`src/rtl/frame_uart_streamer.sv`:
```
// rtl/frame_uart_streamer.sv - streams one stored frame from frame RAM to a byte-wide UART TX per VSYNC edge
module frame_uart_streamer #(
    parameter int           BYTES_PER_FRAME = 9216,
    parameter int           ADDR_W          = 15,
    parameter int           CTRL_GAP        = 1085,
    parameter int           BYTE_GAP        = 1085,
    parameter int           CNT_W           = 16,
    parameter bit           HEADER_EN       = 1'b1,
    parameter logic [7:0]   SYNC0           = 8'hAA,
    parameter logic [7:0]   SYNC1           = 8'h55
) (
    input  logic                Clk,
    input  logic                i_Rst,
    input  logic                i_VS,
    input  logic                i_Enable,
    input  logic [3:0]          i_Decimate,
    output logic [ADDR_W-1:0]   o_Rd_Addr,
    input  logic [7:0]          i_Rd_Data,
    output logic [7:0]          o_Tx_Data,
    output logic                o_Tx_Valid,
    input  logic                i_Tx_Ready,
    output logic                o_Frame_Indicator,
    output logic                o_Busy,
    output logic [CNT_W-1:0]    o_Frames_Sent,
    output logic [CNT_W-1:0]    o_Frames_Dropped
);

    typedef enum logic [3:0] {
        S_IDLE,
        S_PRE_GAP,
        S_HDR0,
        S_HGAP0,
        S_HDR1,
        S_HGAP1,
        S_FETCH,
        S_LATCH,
        S_SEND,
        S_GAP,
        S_POST_GAP
    } state_t;

    // A gap of N occupies N cycles; a gap of 0 still costs the one cycle spent in the state.
    localparam logic [CNT_W-1:0]  CTRL_LAST = (CTRL_GAP == 0) ? '0 : CNT_W'(CTRL_GAP - 1);
    localparam logic [CNT_W-1:0]  BYTE_LAST = (BYTE_GAP == 0) ? '0 : CNT_W'(BYTE_GAP - 1);
    localparam logic [ADDR_W-1:0] LAST_ADDR = ADDR_W'(BYTES_PER_FRAME - 1);

    state_t             r_state;
    logic [ADDR_W-1:0]  r_rd_addr;
    logic [7:0]         r_tx_data;
    logic               r_tx_valid;
    logic [CNT_W-1:0]   r_gap_cnt;
    logic [CNT_W-1:0]   r_frames_sent;
    logic [CNT_W-1:0]   r_frames_dropped;
    logic [3:0]         r_dec;
    logic               r_vs_s1;
    logic               r_vs_s2;
    logic               r_vs_s3;

    logic               w_vs_rise;
    logic               w_xfer;
    logic               w_ctrl_done;
    logic               w_byte_done;

    assign w_vs_rise   = r_vs_s2 & ~r_vs_s3;
    assign w_xfer      = r_tx_valid & i_Tx_Ready;
    assign w_ctrl_done = (r_gap_cnt == CTRL_LAST);
    assign w_byte_done = (r_gap_cnt == BYTE_LAST);

    always_ff @(posedge Clk) begin
        if (i_Rst) begin
            r_state          <= S_IDLE;
            r_rd_addr        <= '0;
            r_tx_data        <= '0;
            r_tx_valid       <= 1'b0;
            r_gap_cnt        <= '0;
            r_frames_sent    <= '0;
            r_frames_dropped <= '0;
            r_dec            <= '0;
            r_vs_s1          <= 1'b0;
            r_vs_s2          <= 1'b0;
            r_vs_s3          <= 1'b0;
        end else begin
            r_vs_s1 <= i_VS;
            r_vs_s2 <= r_vs_s1;
            r_vs_s3 <= r_vs_s2;

            // Edges arriving mid-frame are only counted; the running frame carries on.
            if (w_vs_rise && (r_state != S_IDLE) && (r_frames_dropped != '1)) begin
                r_frames_dropped <= r_frames_dropped + 1'b1;
            end

            case (r_state)
                S_IDLE: begin
                    r_rd_addr <= '0;
                    r_gap_cnt <= '0;
                    if (w_vs_rise) begin
                        if (i_Enable && (r_dec == 4'd0)) begin
                            r_dec   <= i_Decimate;
                            r_state <= S_PRE_GAP;
                        end else if (r_dec != 4'd0) begin
                            r_dec <= r_dec - 4'd1;
                        end
                    end
                end

                S_PRE_GAP: begin
                    if (w_ctrl_done) begin
                        r_gap_cnt <= '0;
                        if (HEADER_EN) begin
                            r_tx_data  <= SYNC0;
                            r_tx_valid <= 1'b1;
                            r_state    <= S_HDR0;
                        end else begin
                            r_state <= S_FETCH;
                        end
                    end else begin
                        r_gap_cnt <= r_gap_cnt + 1'b1;
                    end
                end

                S_HDR0: begin
                    if (w_xfer) begin
                        r_tx_valid <= 1'b0;
                        r_state    <= S_HGAP0;
                    end
                end

                S_HGAP0: begin
                    if (w_byte_done) begin
                        r_gap_cnt  <= '0;
                        r_tx_data  <= SYNC1;
                        r_tx_valid <= 1'b1;
                        r_state    <= S_HDR1;
                    end else begin
                        r_gap_cnt <= r_gap_cnt + 1'b1;
                    end
                end

                S_HDR1: begin
                    if (w_xfer) begin
                        r_tx_valid <= 1'b0;
                        r_state    <= S_HGAP1;
                    end
                end

                S_HGAP1: begin
                    if (w_byte_done) begin
                        r_gap_cnt <= '0;
                        r_state   <= S_FETCH;
                    end else begin
                        r_gap_cnt <= r_gap_cnt + 1'b1;
                    end
                end

                // Address is already on the RAM port; data appears one cycle later in LATCH.
                S_FETCH: begin
                    r_state <= S_LATCH;
                end

                S_LATCH: begin
                    r_tx_data  <= i_Rd_Data;
                    r_tx_valid <= 1'b1;
                    r_state    <= S_SEND;
                end

                S_SEND: begin
                    if (w_xfer) begin
                        r_tx_valid <= 1'b0;
                        r_state    <= S_GAP;
                    end
                end

                S_GAP: begin
                    if (w_byte_done) begin
                        r_gap_cnt <= '0;
                        if (r_rd_addr < LAST_ADDR) begin
                            r_rd_addr <= r_rd_addr + 1'b1;
                            r_state   <= S_FETCH;
                        end else begin
                            r_rd_addr <= '0;
                            r_state   <= S_POST_GAP;
                        end
                    end else begin
                        r_gap_cnt <= r_gap_cnt + 1'b1;
                    end
                end

                S_POST_GAP: begin
                    if (w_ctrl_done) begin
                        r_gap_cnt <= '0;
                        if (r_frames_sent != '1) begin
                            r_frames_sent <= r_frames_sent + 1'b1;
                        end
                        r_state <= S_IDLE;
                    end else begin
                        r_gap_cnt <= r_gap_cnt + 1'b1;
                    end
                end

                default: begin
                    r_state    <= S_IDLE;
                    r_tx_valid <= 1'b0;
                    r_gap_cnt  <= '0;
                    r_rd_addr  <= '0;
                end
            endcase
        end
    end

    assign o_Rd_Addr         = r_rd_addr;
    assign o_Tx_Data         = r_tx_data;
    assign o_Tx_Valid        = r_tx_valid;
    assign o_Frame_Indicator = (r_state == S_IDLE);
    assign o_Busy            = (r_state != S_IDLE);
    assign o_Frames_Sent     = r_frames_sent;
    assign o_Frames_Dropped  = r_frames_dropped;

endmodule

```
`config.mk`:
```
export PLATFORM = sky130hd
export DESIGN_NAME = frame_uart_streamer
export DESIGN_NICKNAME = d
export VERILOG_FILES = /design/src/rtl/frame_uart_streamer.sv
export SDC_FILE = /design/constraint.sdc
export NUM_CORES = 1
export LEC_CHECK = 0
export BUFFER_PORTS_ARGS = -buffer_cell sky130_fd_sc_hd__buf_2
export CAP_MARGIN = 40
export CORE_MARGIN = 5
export CORE_UTILIZATION = 60
export CTS_CLUSTER_SIZE = 25
export DETAILED_ROUTE_END_ITERATION = 10
export PLACE_DENSITY = 0.85
export RECOVER_POWER = 100
export REMOVE_ABC_BUFFERS = 1
export SLEW_MARGIN = 10
export SYNTH_ARGS = -nofsm -noshare
export SYNTH_HDL_FRONTEND = slang
export SYNTH_SLANG_ARGS = --single-unit
```
`constraint.sdc`:
```
create_clock -name Clk -period 3.12 [get_ports Clk]
set_input_delay 0.312 -clock Clk [delete_from_list [all_inputs] [get_ports Clk]]
set_output_delay 0.312 -clock Clk [all_outputs]
set_load 0.01 [all_outputs]
```
==> flow_metrics.tcl, run 1 <==
set metrics [dict create \
    rows 30 \
    ant_nets 0 \
    diodes 0 \
    area_growth_syn_to_layout_pct 13.3 \
    start_util 0.627 \
    synth_compound_area_frac 0.190 \
    final_common_cell "dfxtp_1" \
    maxCapViolCount 1 \
    synth-simple-area-share 0.276 \
    synth-adder-area-share 0.0273 \
    gr-total-overflow 0 \
    rsz0062_at_grt "no" \
    cts_buffers 9 \
    firstDrtPassIters 4 \
    stdcell_area_mm2 0.00487 \
    synth_top_area_share 0.386 \
    worst_pin_slew_ns 2.19 \
    cts.clk_slew.worst_paths_ns 0.08 \
    critPathLaunchType "register" \
    cp_data_arrival_time_ns 2.90 \
    layout_worst_path_cycle_share 0.885 \
    yosysSeqAreaShare 0.386 \
    criticalPathCategory "reg -> reg" \
    status "finished with violations" \
    final_core_util 0.710 \
    grt_usage 0.232 \
    cts-root-buf "clkbuf_8" \
    htreeDepth 3 \
    setup_tns_ns 0 \
    ir_drop_mv 0.430 \
    min_period_ns 2.76 \
    syn_inst 514 \
    synth.area.top_cells "dfxtp_1 39%, a21oi_1 4.4%, o21ai_0 4.3%" \
    syn-cell-area_mm2 0.00430 \
    drt-initial-drc-count 246 \
    cts.path.max_buffers 2 \
    violations "capacitance limit, slew limit" \
    yosys_warnings 0 \
    max_freq_mhz 362 \
    via_per_inst 6.06 \
    hold_viol 0 \
    fin_nets 605 \
    design.die.area_mm2 0.00897 \
    cp_max_fo 14 \
    dieHeight_um 94.7 \
    grt_start_max_net_pins 52 \
    synth-seq-cells 83 \
    postSynth.asyncResetShare 0 \
    required_ns 3.26 \
    hp-class "in -> reg" \
    cts.sinks 83 \
    yosysUniqueCellTypes 65 \
    ioPinCount 75 \
    synth_top_family_by_area "simple AND/OR/NAND/NOR gates" \
    grt_pass1_wl_mm 17.0 \
    power.density_mw_per_mm2 468 \
    slew_headroom -0.463 \
    end_kind "register" \
    io_buffers 74 \
    final-setup-viol-count 0 \
    muxShareOfSynthArea 0.0142 \
    cts_tree "done" \
    post_drt_wl_per_cell_um 15.2 \
    yosys.area.top_type "dfxtp_1" \
    drive_gt1_frac 0.0904 \
    placement.cell_area_mm2 0.00474 \
    antenna_found_initial 0 \
    drc 0 \
    synth_flop_cell "dfxtp_1" \
    finalWirelength_mm 10.4 \
    gp_congestion 0.898 \
    routed-via-count 4130 \
    clock_latency_ns 0.36 \
    dieWidth_um 94.7 \
    maxSlewViolCount 52 \
    finClkSkew_ns 0.0130 \
    dpl.hpwl_mm 7.28 \
    final_cell_mix "83 x dfxtp_1, 60 x clkbuf_1, 40 x nor2_1" \
    cts_hold_buf 0 \
    leakage_nw 1.56 \
    post_cts_resize_count 0 \
    cts_setup_buffers 0 \
    synth_xor_area_frac 0.0651 \
    avgSynthCellArea_um2 8.37 \
    grt_pass1_vias 3777 \
    core_area_mm2 0.00687 \
    synth-edff-count 0 \
]
## worst paths after layout
kind                      from           end  slack [ns]  depth (start not counted)
setup / recovery  r_gap_cnt[2]  o_Rd_Addr[0]        0.36                          6
hold / removal            i_VS       r_vs_s1        0.18                          2
hold reg to reg        r_vs_s1       r_vs_s2        0.46                          1
setup reg to reg  r_gap_cnt[2]  o_Rd_Addr[0]        0.36                          6
## per-layer routing
metal | up-vias | track usage | share of wire
li1 | 2035 | - | -
met1 | 1959 | 0.294 | 0.44
met2 | 115 | 0.380 | 0.48
met3 | 21 | 0.0518 | 0.056
met4 | 0 | 0.0998 | 0.019
met5 | - | 0 | 0
## worst max-delay path, cell delays in order (launching register included)
cell and delay, ns:
dfxtp_1 0.42, and4_1 0.41, and4_1 0.58, o21ai_0 0.16
a21boi_0 0.60, buf_4 0.29, nor3_1 0.07
## sequential cells by signal (all words and copies together), names as in the netlist
register / cells
r_vs_s3: 1
r_dec: 4
o_Frames_Dropped: 16
o_Tx_Valid: 1
o_Frames_Sent: 16
r_vs_s2: 1
r_gap_cnt: 16
o_Tx_Data: 8
r_vs_s1: 1
o_Rd_Addr: 15
r_state: 4
## where the power goes
part | switching [mW] | internal [mW] | leakage [nW]
sequential | 0.0388 | 1.08 | 0.669
clock | 0.388 | 0.449 | 0.113
combinational | 0.220 | 0.109 | 0.781
## cell usage after synthesis, drive strengths merged, types with 8 or more instances
cell type,instances
o21ai,38
nor3,20
nor2,40
dfxtp,83
o211ai,8
inv,18
nand2,34
nand4,18
nand3,22
a21oi,38
clkbuf,18
xnor2,21
or3,20
xor2,11
nor4,11
## through the flow
stage	hold WS, ns	setup slack (ns)	power, mW	cells
6_report	0.182	0.358	2.28	682
5_1_grt	0.177	0.225	2.39	682
4_1_cts	0.175	0.620	2.30	682
3_5_place_dp	0.449	0.653	1.47	666
3_3_place_gp	0.434	0.726	1.45	665
2_1_floorplan	0.381	0.682	1.34	489
## cells by family after synthesis
family          count (synthesis)
simple gates                  212
compound gates                128
flops                          83
buf+inv                        43
xor+xnor                       32
fa+ha+maj                      10
mux                             6
## layout make-up
class,count,area [um2]
Multi-Input combinational cell,388,2470
Clock buffer,9,124
Inverter,18,67.6
Fill cell,578,1990
Clock inverter,7,92.6
Tap cell,96,120
Sequential cell,83,1660
Timing Repair Buffer,81,343
(Power assumes the default switching activity.)
==> inputs of run 2 (changes only) <==
--- a/config.mk
+++ b/config.mk
@@ -8,10 +8,10 @@
 export BUFFER_PORTS_ARGS = -buffer_cell sky130_fd_sc_hd__buf_2
 export CAP_MARGIN = 40
 export CORE_MARGIN = 5
-export CORE_UTILIZATION = 60
+export CORE_UTILIZATION = 56
 export CTS_CLUSTER_SIZE = 25
 export DETAILED_ROUTE_END_ITERATION = 10
-export PLACE_DENSITY = 0.85
+export PLACE_DENSITY = 0.8
 export RECOVER_POWER = 100
 export REMOVE_ABC_BUFFERS = 1
 export SLEW_MARGIN = 10
==> constraint.sdc (replaced) <==
create_clock -name Clk -period 2.9 [get_ports Clk]
set_input_delay 0.29 -clock Clk [delete_from_list [all_inputs] [get_ports Clk]]
set_output_delay 0.29 -clock Clk [all_outputs]
set_load 0.01 [all_outputs]
==> flow_metrics.tcl, run 2 (same netlist as run 1, synthesis figures left out) <==
set metrics [dict create \
    setup_tns_ns 0 \
    finClkSkew_ns 0.0127 \
    hold_viol 0 \
    fin_nets 611 \
    start_util 0.566 \
    grt_pass1_wl_mm 17.2 \
    firstDrtPassIters 7 \
    ant_nets 0 \
    cts_hold_buf 0 \
    cp_data_arrival_time_ns 2.72 \
    final-setup-viol-count 0 \
    min_period_ns 2.52 \
    gp_congestion 0.849 \
    cp_max_fo 50 \
    drt-initial-drc-count 159 \
    placement.cell_area_mm2 0.00479 \
    maxSlewViolCount 51 \
    hp-class "in -> reg" \
    via_per_inst 5.94 \
    power.density_mw_per_mm2 518 \
    clock_latency_ns 0.35 \
    post_drt_wl_per_cell_um 14.8 \
    post_cts_resize_count 0 \
    layout_worst_path_cycle_share 0.869 \
    routed-via-count 4122 \
    gr-total-overflow 0 \
    io_buffers 74 \
    cts.sinks 83 \
    slew_headroom -0.464 \
    layout_setup_ws_ns 0.379 \
    worst_pin_slew_ns 2.20 \
    cts_tree "done" \
    ir_drop_mv 0.284 \
    grt_start_max_net_pins 51 \
    drive_gt1_frac 0.0963 \
    dp_cells 678 \
    violations "capacitance limit, slew limit" \
    final_common_cell "dfxtp_1" \
    rsz0062_at_grt "no" \
    required_ns 3.10 \
    design.die.area_mm2 0.00954 \
    core_area_mm2 0.00761 \
    place_ws_ns 0.593 \
    cts-root-buf "clkbuf_8" \
    status "finished with violations" \
    final_cell_mix "83 x dfxtp_1, 61 x clkbuf_1, 40 x nor2_1" \
    diodes 0 \
    antenna_found_initial 0 \
    design_power_total_mw 2.56 \
    htreeDepth 3 \
    dpl.hpwl_mm 7.47 \
    cts_buffers 9 \
    cts.path.max_buffers 2 \
    grt_pass1_vias 3822 \
    dieHeight_um 97.7 \
    ioPinCount 75 \
    critPathLaunchType "input pin" \
    cts_setup_buffers 0 \
    finalWirelength_mm 10.3 \
    drc 0 \
    dieWidth_um 97.7 \
    grt_usage 0.213 \
    criticalPathCategory "in -> reg" \
    end_kind "register" \
    max_freq_mhz 397 \
    stdcell_area_mm2 0.00494 \
    leakage_nw 1.59 \
    fin_cells 694 \
    cts.clk_slew.worst_paths_ns 0.09 \
    rows 32 \
    area_growth_syn_to_layout_pct 14.8 \
    maxCapViolCount 1 \
]
run 2: cell types whose count changed in the layout (fill, tap and decap cells not counted), sizes merged:
| cell | change |
|---|---|
| clkbuf | +1 |
| clkinvlp | +2 |
| buf | +5 |
| inv | +2 |
| bufinv | +1 |
| clkinv | -5 |
run 2: routing by layer:
| metal | vias up | wire (um) | global-route usage |
|---|---|---|---|
| li1 | 2038 | - | - |
| met3 | 19 | 635 | 0.0574 |
| met2 | 133 | 4930 | 0.357 |
| met5 | - | 0 | 0 |
| met4 | 0 | 173 | 0.0735 |
| met1 | 1932 | 4570 | 0.263 |
run 2: area by class of cell:
cell class,count,area [um2]
clock buffer,9,124
clock inverter,7,123
fill,703,2670
inverter,18,67.6
multi-input combinational,388,2450
sequential,83,1660
tap,102,128
timing repair buffer,87,384
run 2: worst max-delay path, cell delays in order:
cell	delay, ns
clkbuf_1	1.54
o21bai_1	0.28
clkbuf_1	0.51
a21oi_1	0.09
run 2: final timing paths:
kind | startpoint | to | slack [ns] | depth (start not counted)
setup / recovery | i_Rst | r_gap_cnt[6] | 0.38 | 4
hold / removal | i_VS | r_vs_s1 | 0.14 | 2
setup reg to reg | r_state[1] | o_Rd_Addr[12] | 0.38 | 5
hold reg to reg | o_Tx_Data[7] | o_Tx_Data[7] | 0.47 | 1
run 2: report_power, final:
group | total (mW) | internal (mW) | switching [mW]
Clock | 1.00 | 0.578 | 0.424
Combinational | 0.377 | 0.122 | 0.255
Sequential | 1.18 | 1.16 | 0.0208
Total | 2.56 | 1.86 | 0.700
run 2: through the flow:
stage / hold WS [ns] / utilization
after CTS: 0.133 / 0.662
after detailed placement: 0.454 / 0.630
after global placement: 0.444 / 0.629
after global routing: 0.153 / 0.650
final: 0.143 / 0.650
after floorplan: 0.359 / -
